$ cat src/rtl/game_timer.sv
// game_timer: tick-driven two-digit BCD countdown with load, start/pause, warn and expiry.
// Optional time extension via `add` is compiled in only when GAME_TIMER_ADD_EN is defined.
module game_timer #(
    parameter int TICKS_PER_SEC = 1000,
    parameter int WARN_SECS     = 5,
    parameter int ADD_SECS      = 10
) (
    input  logic       clk_i,
    input  logic       rst_i,
    input  logic       tick_i,
    input  logic       load_i,
    input  logic [3:0] load_tens_i,
    input  logic [3:0] load_ones_i,
    input  logic       start_i,
    input  logic       pause_i,
    input  logic       add_i,
    output logic [3:0] sec_tens_o,
    output logic [3:0] sec_ones_o,
    output logic       running_o,
    output logic       expired_o,
    output logic       expire_pulse_o,
    output logic       warn_o
);

    localparam int            PW         = $clog2(TICKS_PER_SEC);
    localparam logic [PW-1:0] PRESC_LAST = PW'(TICKS_PER_SEC - 1);
    localparam logic [6:0]    WARN_LIMIT = 7'(WARN_SECS);

    typedef enum logic [1:0] {
        IDLE,
        RUN,
        PAUSE,
        EXPIRED
    } state_e;

    state_e        state_q, state_d;
    logic [PW-1:0] presc_q, presc_d;
    logic [3:0]    tens_q, tens_d;
    logic [3:0]    ones_q, ones_d;
    logic          running_q;
    logic          expired_q;
    logic          pulse_q, pulse_d;

    logic          valueZero;
    logic          valueOne;
    logic          startGo;
    logic          pauseGo;
    logic          addGo;
    logic [3:0]    addTens;
    logic [3:0]    addOnes;
    logic [3:0]    clampTens;
    logic [3:0]    clampOnes;
    logic [6:0]    valueBin;

    assign valueZero = (tens_q == 4'd0) && (ones_q == 4'd0);
    assign valueOne  = (tens_q == 4'd0) && (ones_q == 4'd1);
    assign clampTens = (load_tens_i > 4'd9) ? 4'd9 : load_tens_i;
    assign clampOnes = (load_ones_i > 4'd9) ? 4'd9 : load_ones_i;

    // Simultaneous start and pause cancel each other out.
    assign startGo = start_i && !pause_i && ((state_q == IDLE) || (state_q == PAUSE)) && !valueZero;
    assign pauseGo = pause_i && !start_i && (state_q == RUN);

`ifdef GAME_TIMER_ADD_EN
    localparam logic [4:0] ADD_ONES = 5'(ADD_SECS % 10);
    localparam logic [4:0] ADD_TENS = 5'(ADD_SECS / 10);

    logic [4:0] onesSum;
    logic [4:0] tensSum;

    // Digit-wise BCD add with carry, saturating the whole value at 99.
    always_comb begin
        onesSum = {1'b0, ones_q} + ADD_ONES;
        tensSum = {1'b0, tens_q} + ADD_TENS;
        if (onesSum > 5'd9) begin
            onesSum = onesSum - 5'd10;
            tensSum = tensSum + 5'd1;
        end
        if (tensSum > 5'd9) begin
            addTens = 4'd9;
            addOnes = 4'd9;
        end else begin
            addTens = tensSum[3:0];
            addOnes = onesSum[3:0];
        end
    end

    assign addGo = add_i && (state_q != EXPIRED);
`else
    // Always false for legal ADD_SECS; keeps the port and parameter referenced.
    assign addGo   = add_i && (ADD_SECS > 99);
    assign addTens = tens_q;
    assign addOnes = ones_q;
`endif

    always_comb begin
        state_d = state_q;
        presc_d = presc_q;
        tens_d  = tens_q;
        ones_d  = ones_q;
        pulse_d = 1'b0;
        if (load_i) begin
            tens_d  = clampTens;
            ones_d  = clampOnes;
            presc_d = '0;
            state_d = IDLE;
        end else if (addGo) begin
            tens_d = addTens;
            ones_d = addOnes;
        end else if (startGo) begin
            state_d = RUN;
        end else if (pauseGo) begin
            state_d = PAUSE;
        end else if (tick_i && (state_q == RUN)) begin
            if (presc_q == PRESC_LAST) begin
                presc_d = '0;
                if (ones_q == 4'd0) begin
                    ones_d = 4'd9;
                    tens_d = tens_q - 4'd1;
                end else begin
                    ones_d = ones_q - 4'd1;
                end
                if (valueOne) begin
                    state_d = EXPIRED;
                    pulse_d = 1'b1;
                end
            end else begin
                presc_d = presc_q + PW'(1);
            end
        end
    end

    // Flags are registered from the next state so they line up with the digits.
    always_ff @(posedge clk_i) begin
        if (rst_i) begin
            state_q   <= IDLE;
            presc_q   <= '0;
            tens_q    <= 4'd0;
            ones_q    <= 4'd0;
            running_q <= 1'b0;
            expired_q <= 1'b0;
            pulse_q   <= 1'b0;
        end else begin
            state_q   <= state_d;
            presc_q   <= presc_d;
            tens_q    <= tens_d;
            ones_q    <= ones_d;
            running_q <= (state_d == RUN);
            expired_q <= (state_d == EXPIRED);
            pulse_q   <= pulse_d;
        end
    end

    assign valueBin = 7'({tens_q, 3'b000}) + 7'({tens_q, 1'b0}) + 7'(ones_q);

    assign sec_tens_o     = tens_q;
    assign sec_ones_o     = ones_q;
    assign running_o      = running_q;
    assign expired_o      = expired_q;
    assign expire_pulse_o = pulse_q;
    assign warn_o         = running_q && !valueZero && (valueBin <= WARN_LIMIT);

endmodule

$ cat config.mk
export PLATFORM = sky130hd
export DESIGN_NAME = game_timer
export DESIGN_NICKNAME = d
export VERILOG_FILES = /design/src/rtl/game_timer.sv
export SDC_FILE = /design/constraint.sdc
export NUM_CORES = 1
export LEC_CHECK = 0
export BUFFER_PORTS_ARGS = -buffer_cell sky130_fd_sc_hd__buf_4
export CAP_MARGIN = 15
export CORE_MARGIN = 4
export CORE_UTILIZATION = 54
export CTS_CLUSTER_SIZE = 40
export DETAILED_ROUTE_END_ITERATION = 10
export GPL_TIMING_DRIVEN = 0
export HOLD_SLACK_MARGIN = 0.15
export PLACE_DENSITY = 0.89
export REMOVE_ABC_BUFFERS = 1
export SLEW_MARGIN = 20
export SYNTH_ARGS = -nofsm -noshare
export SYNTH_HDL_FRONTEND = slang
export SYNTH_SLANG_ARGS = --single-unit
$ cat constraint.sdc
create_clock -name clk_i -period 2.93 [get_ports clk_i]
set_input_delay 0.4395 -clock clk_i [delete_from_list [all_inputs] [get_ports clk_i]]
set_output_delay 0.4395 -clock clk_i [all_outputs]
set_load 0.03 [all_outputs]
==> impl_metrics.json <==
{
  "status": "finished, final reports clean",
  "start_util_pct": 56.1,
  "synthArstFlopShare_pct": 0,
  "synthTopCellsByCount": "dfxtp_1 (23), nor2_1 (19), nand2_1 (12), ha_1 (9)",
  "hpwl_um": 2390,
  "vias": 1268,
  "min_period_ns": 2.90,
  "nNetsFinal": 216,
  "portBuffers": 25,
  "io_pins": 27,
  "p_total_uw": 617,
  "root_buffer": "clkbuf_4",
  "seq_area_frac_synth_pct": 33.5,
  "cap_viol_max_count": 0,
  "antenna_cells": 0,
  "dr.first_iter.drc_count": 50,
  "regArea_sq_um": 479,
  "cp.arrival_ns": 2.46,
  "dp_slack_ns": -0.0146,
  "clk_latency_ns": 0.32,
  "post_drt_via_cell_ratio": 5.79,
  "drt-pass1-iter-count": 4,
  "synth-main-ff-cell": "dfxtp_1",
  "ir_drop_v": 0.000300,
  "finalSetupViolations": 0,
  "cts.sinks": 23,
  "postRouteAntennaNets": 0,
  "synth_top_area_share_pct": 33.5,
  "layout-drive-gt1-share_pct": 27.0,
  "yosysWarnings": 0,
  "die_w_um": 58.5,
  "place_congestion": 0.865,
  "ys_types": 44,
  "final.fill_count": 192,
  "cts_hold_buf": 0,
  "ys_seq_elements": 23,
  "rows": 18,
  "total_leakage_power_nw": 0.726,
  "worstMarginPinSlew_ns": 0.674,
  "maxSlewHeadroom_pct": 54.7,
  "grt_antenna_before_repair": 0,
  "cts_tree": "yes",
  "syn_inst": 159,
  "critPathKind": "flop to output port",
  "die_h_um": 58.5,
  "critPathLaunchType": "flop",
  "finalCritPeriodShare_pct": 99.0,
  "drc": 0,
  "cp_max_fo": 3,
  "hold_viol": 0,
  "area_delta_synth_final_pct": 23.6,
  "track_usage_pct": 20.0,
  "core_sq_um": 2450,
  "grt_pass1_wl_um": 5330,
  "multiInputGateArea_sq_um": 910,
  "path_clk_slew_ns": 0.14,
  "numCtsBuffers": 3,
  "setup_slack_ns": 0.0297,
  "syn_area_per_cell_sq_um": 8.66,
  "grt_pass1_vias": 1208,
  "powerDensity_nw_per_um2": 363,
  "wl_um": 3280,
  "yosys-top-cells-area": "dfxtp_1 (33%), ha_1 (8.2%), nor2_1 (5.2%)",
  "synth_most_common_cell": "dfxtp_1",
  "hold_path_class": "input pin to flop",
  "rsz0062_at_grt": "true",
  "synth_area_sq_um": 1380,
  "grt_max_degree": 16,
  "critPathCaptureType": "output port",
  "cp.required_ns": 2.49,
  "grt_overflow_total": 0,
  "yosysTopAreaCell": "dfxtp_1",
  "clock_path_buffers": 2,
  "die-area_sq_um": 3420,
  "htreeDepth": 1,
  "routedWlPerCell_um": 15.0,
  "max_freq_mhz": 345,
  "fin_worst_skew_ns": 0.00536,
  "maxSlewViolCount": 0,
  "synth_edf_count": 0
}
## through the flow
stage	std cells	utilization (%)	area (sq um)	TNS, ns	hold slack [ns]
2_1_floorplan	156	-	1370	-0.398	0.453
3_3_place_gp	211	64.8	1590	0	0.466
3_5_place_dp	211	64.8	1590	-0.0146	0.483
4_1_cts	218	68.0	1670	0	0.325
5_1_grt	219	69.3	1700	-0.0571	0.313
6_report	219	69.3	1700	0	0.324
## registers in the layout, indices dropped and copies added (netlist names)
signal          flops
presc_q            10
expired_o           1
sec_ones_o          4
expire_pulse_o      1
state_q             2
sec_tens_o          4
running_o           1
## repair_timing
action,CTS,global route
gates resized for setup,13,5
pin swaps,4,4
setup buffers,3,1
setup endpoints to repair,1,1
## worst max-delay path, stage by stage (launching register included)
cell and delay [ns]:
dfxtp_4 0.38, fa_2 0.50, fa_2 0.42, a21o_1 0.21
a21oi_2 0.16, xnor2_1 0.10, nor3_2 0.18, buf_4 0.18
## layer usage
layer	up-vias	global-route usage [%]	part of all wire, %
li1	638	-	-
met1	593	26.0	45
met2	31	34.0	50
met3	6	2.19	3.7
met4	0	7.28	1.2
met5	-	0	0
## path summary, 6_finish.rpt
check	startpoint	to	slack, ns	cells past startpoint
hold / removal	load_tens_i[3]	sec_tens_o[1]	0.32	2
setup / recovery	sec_ones_o[3]	warn_o	0.03	7
hold reg to reg	presc_q[1]	presc_q[1]	0.51	2
setup reg to reg	sec_tens_o[1]	sec_tens_o[1]	0.67	8
## layout by cell type, fill, tap and decap left out, types with 2 or more instances in the layout
master / count
xor2_1: 8
nand2b_1: 2
o31ai_1: 2
inv_1: 8
o32ai_1: 2
ha_1: 8
nand4_1: 2
fa_2: 2
buf_4: 29
o21a_1: 4
nand3_1: 7
nand2_1: 12
and3b_1: 2
or2_2: 2
nor2b_1: 2
a21o_1: 2
nor3_2: 2
a21oi_1: 7
nor4b_1: 2
nor3_1: 2
dfxtp_4: 5
clkbuf_4: 3
o21ai_0: 6
xnor2_1: 6
nor4_1: 3
nor2_1: 19
dfxtp_1: 18
## kinds of logic after synthesis
| kind of cell | synth area share, % |
|---|---|
| simple gates | 25.8 |
| fa+ha+maj | 11.1 |
| xor+xnor | 8.91 |
| buf+inv | 3.00 |
| flops | 33.5 |
| compound gates | 16.2 |
| mux | 1.55 |
## cell type report
type / count / area share, %
Clock buffer: 3 / 1.32
Tap cell: 30 / 2.21
Timing Repair Buffer: 29 / 12.8
Clock inverter: 1 / 0.294
Multi-Input combinational cell: 125 / 53.5
Sequential cell: 23 / 28.2
Inverter: 8 / 1.76
## power breakdown
| group | internal, mW | total, mW | leakage [nW] | switching, mW |
|---|---|---|---|---|
| logic | 0.0597 | 0.134 | 0.518 | 0.0747 |
| registers | 0.319 | 0.329 | 0.190 | 0.0106 |
| clock network | 0.0511 | 0.154 | 0.0177 | 0.102 |
| total | 0.430 | 0.617 | 0.726 | 0.188 |
No activity file was read; power rests on OpenSTA's default activity.
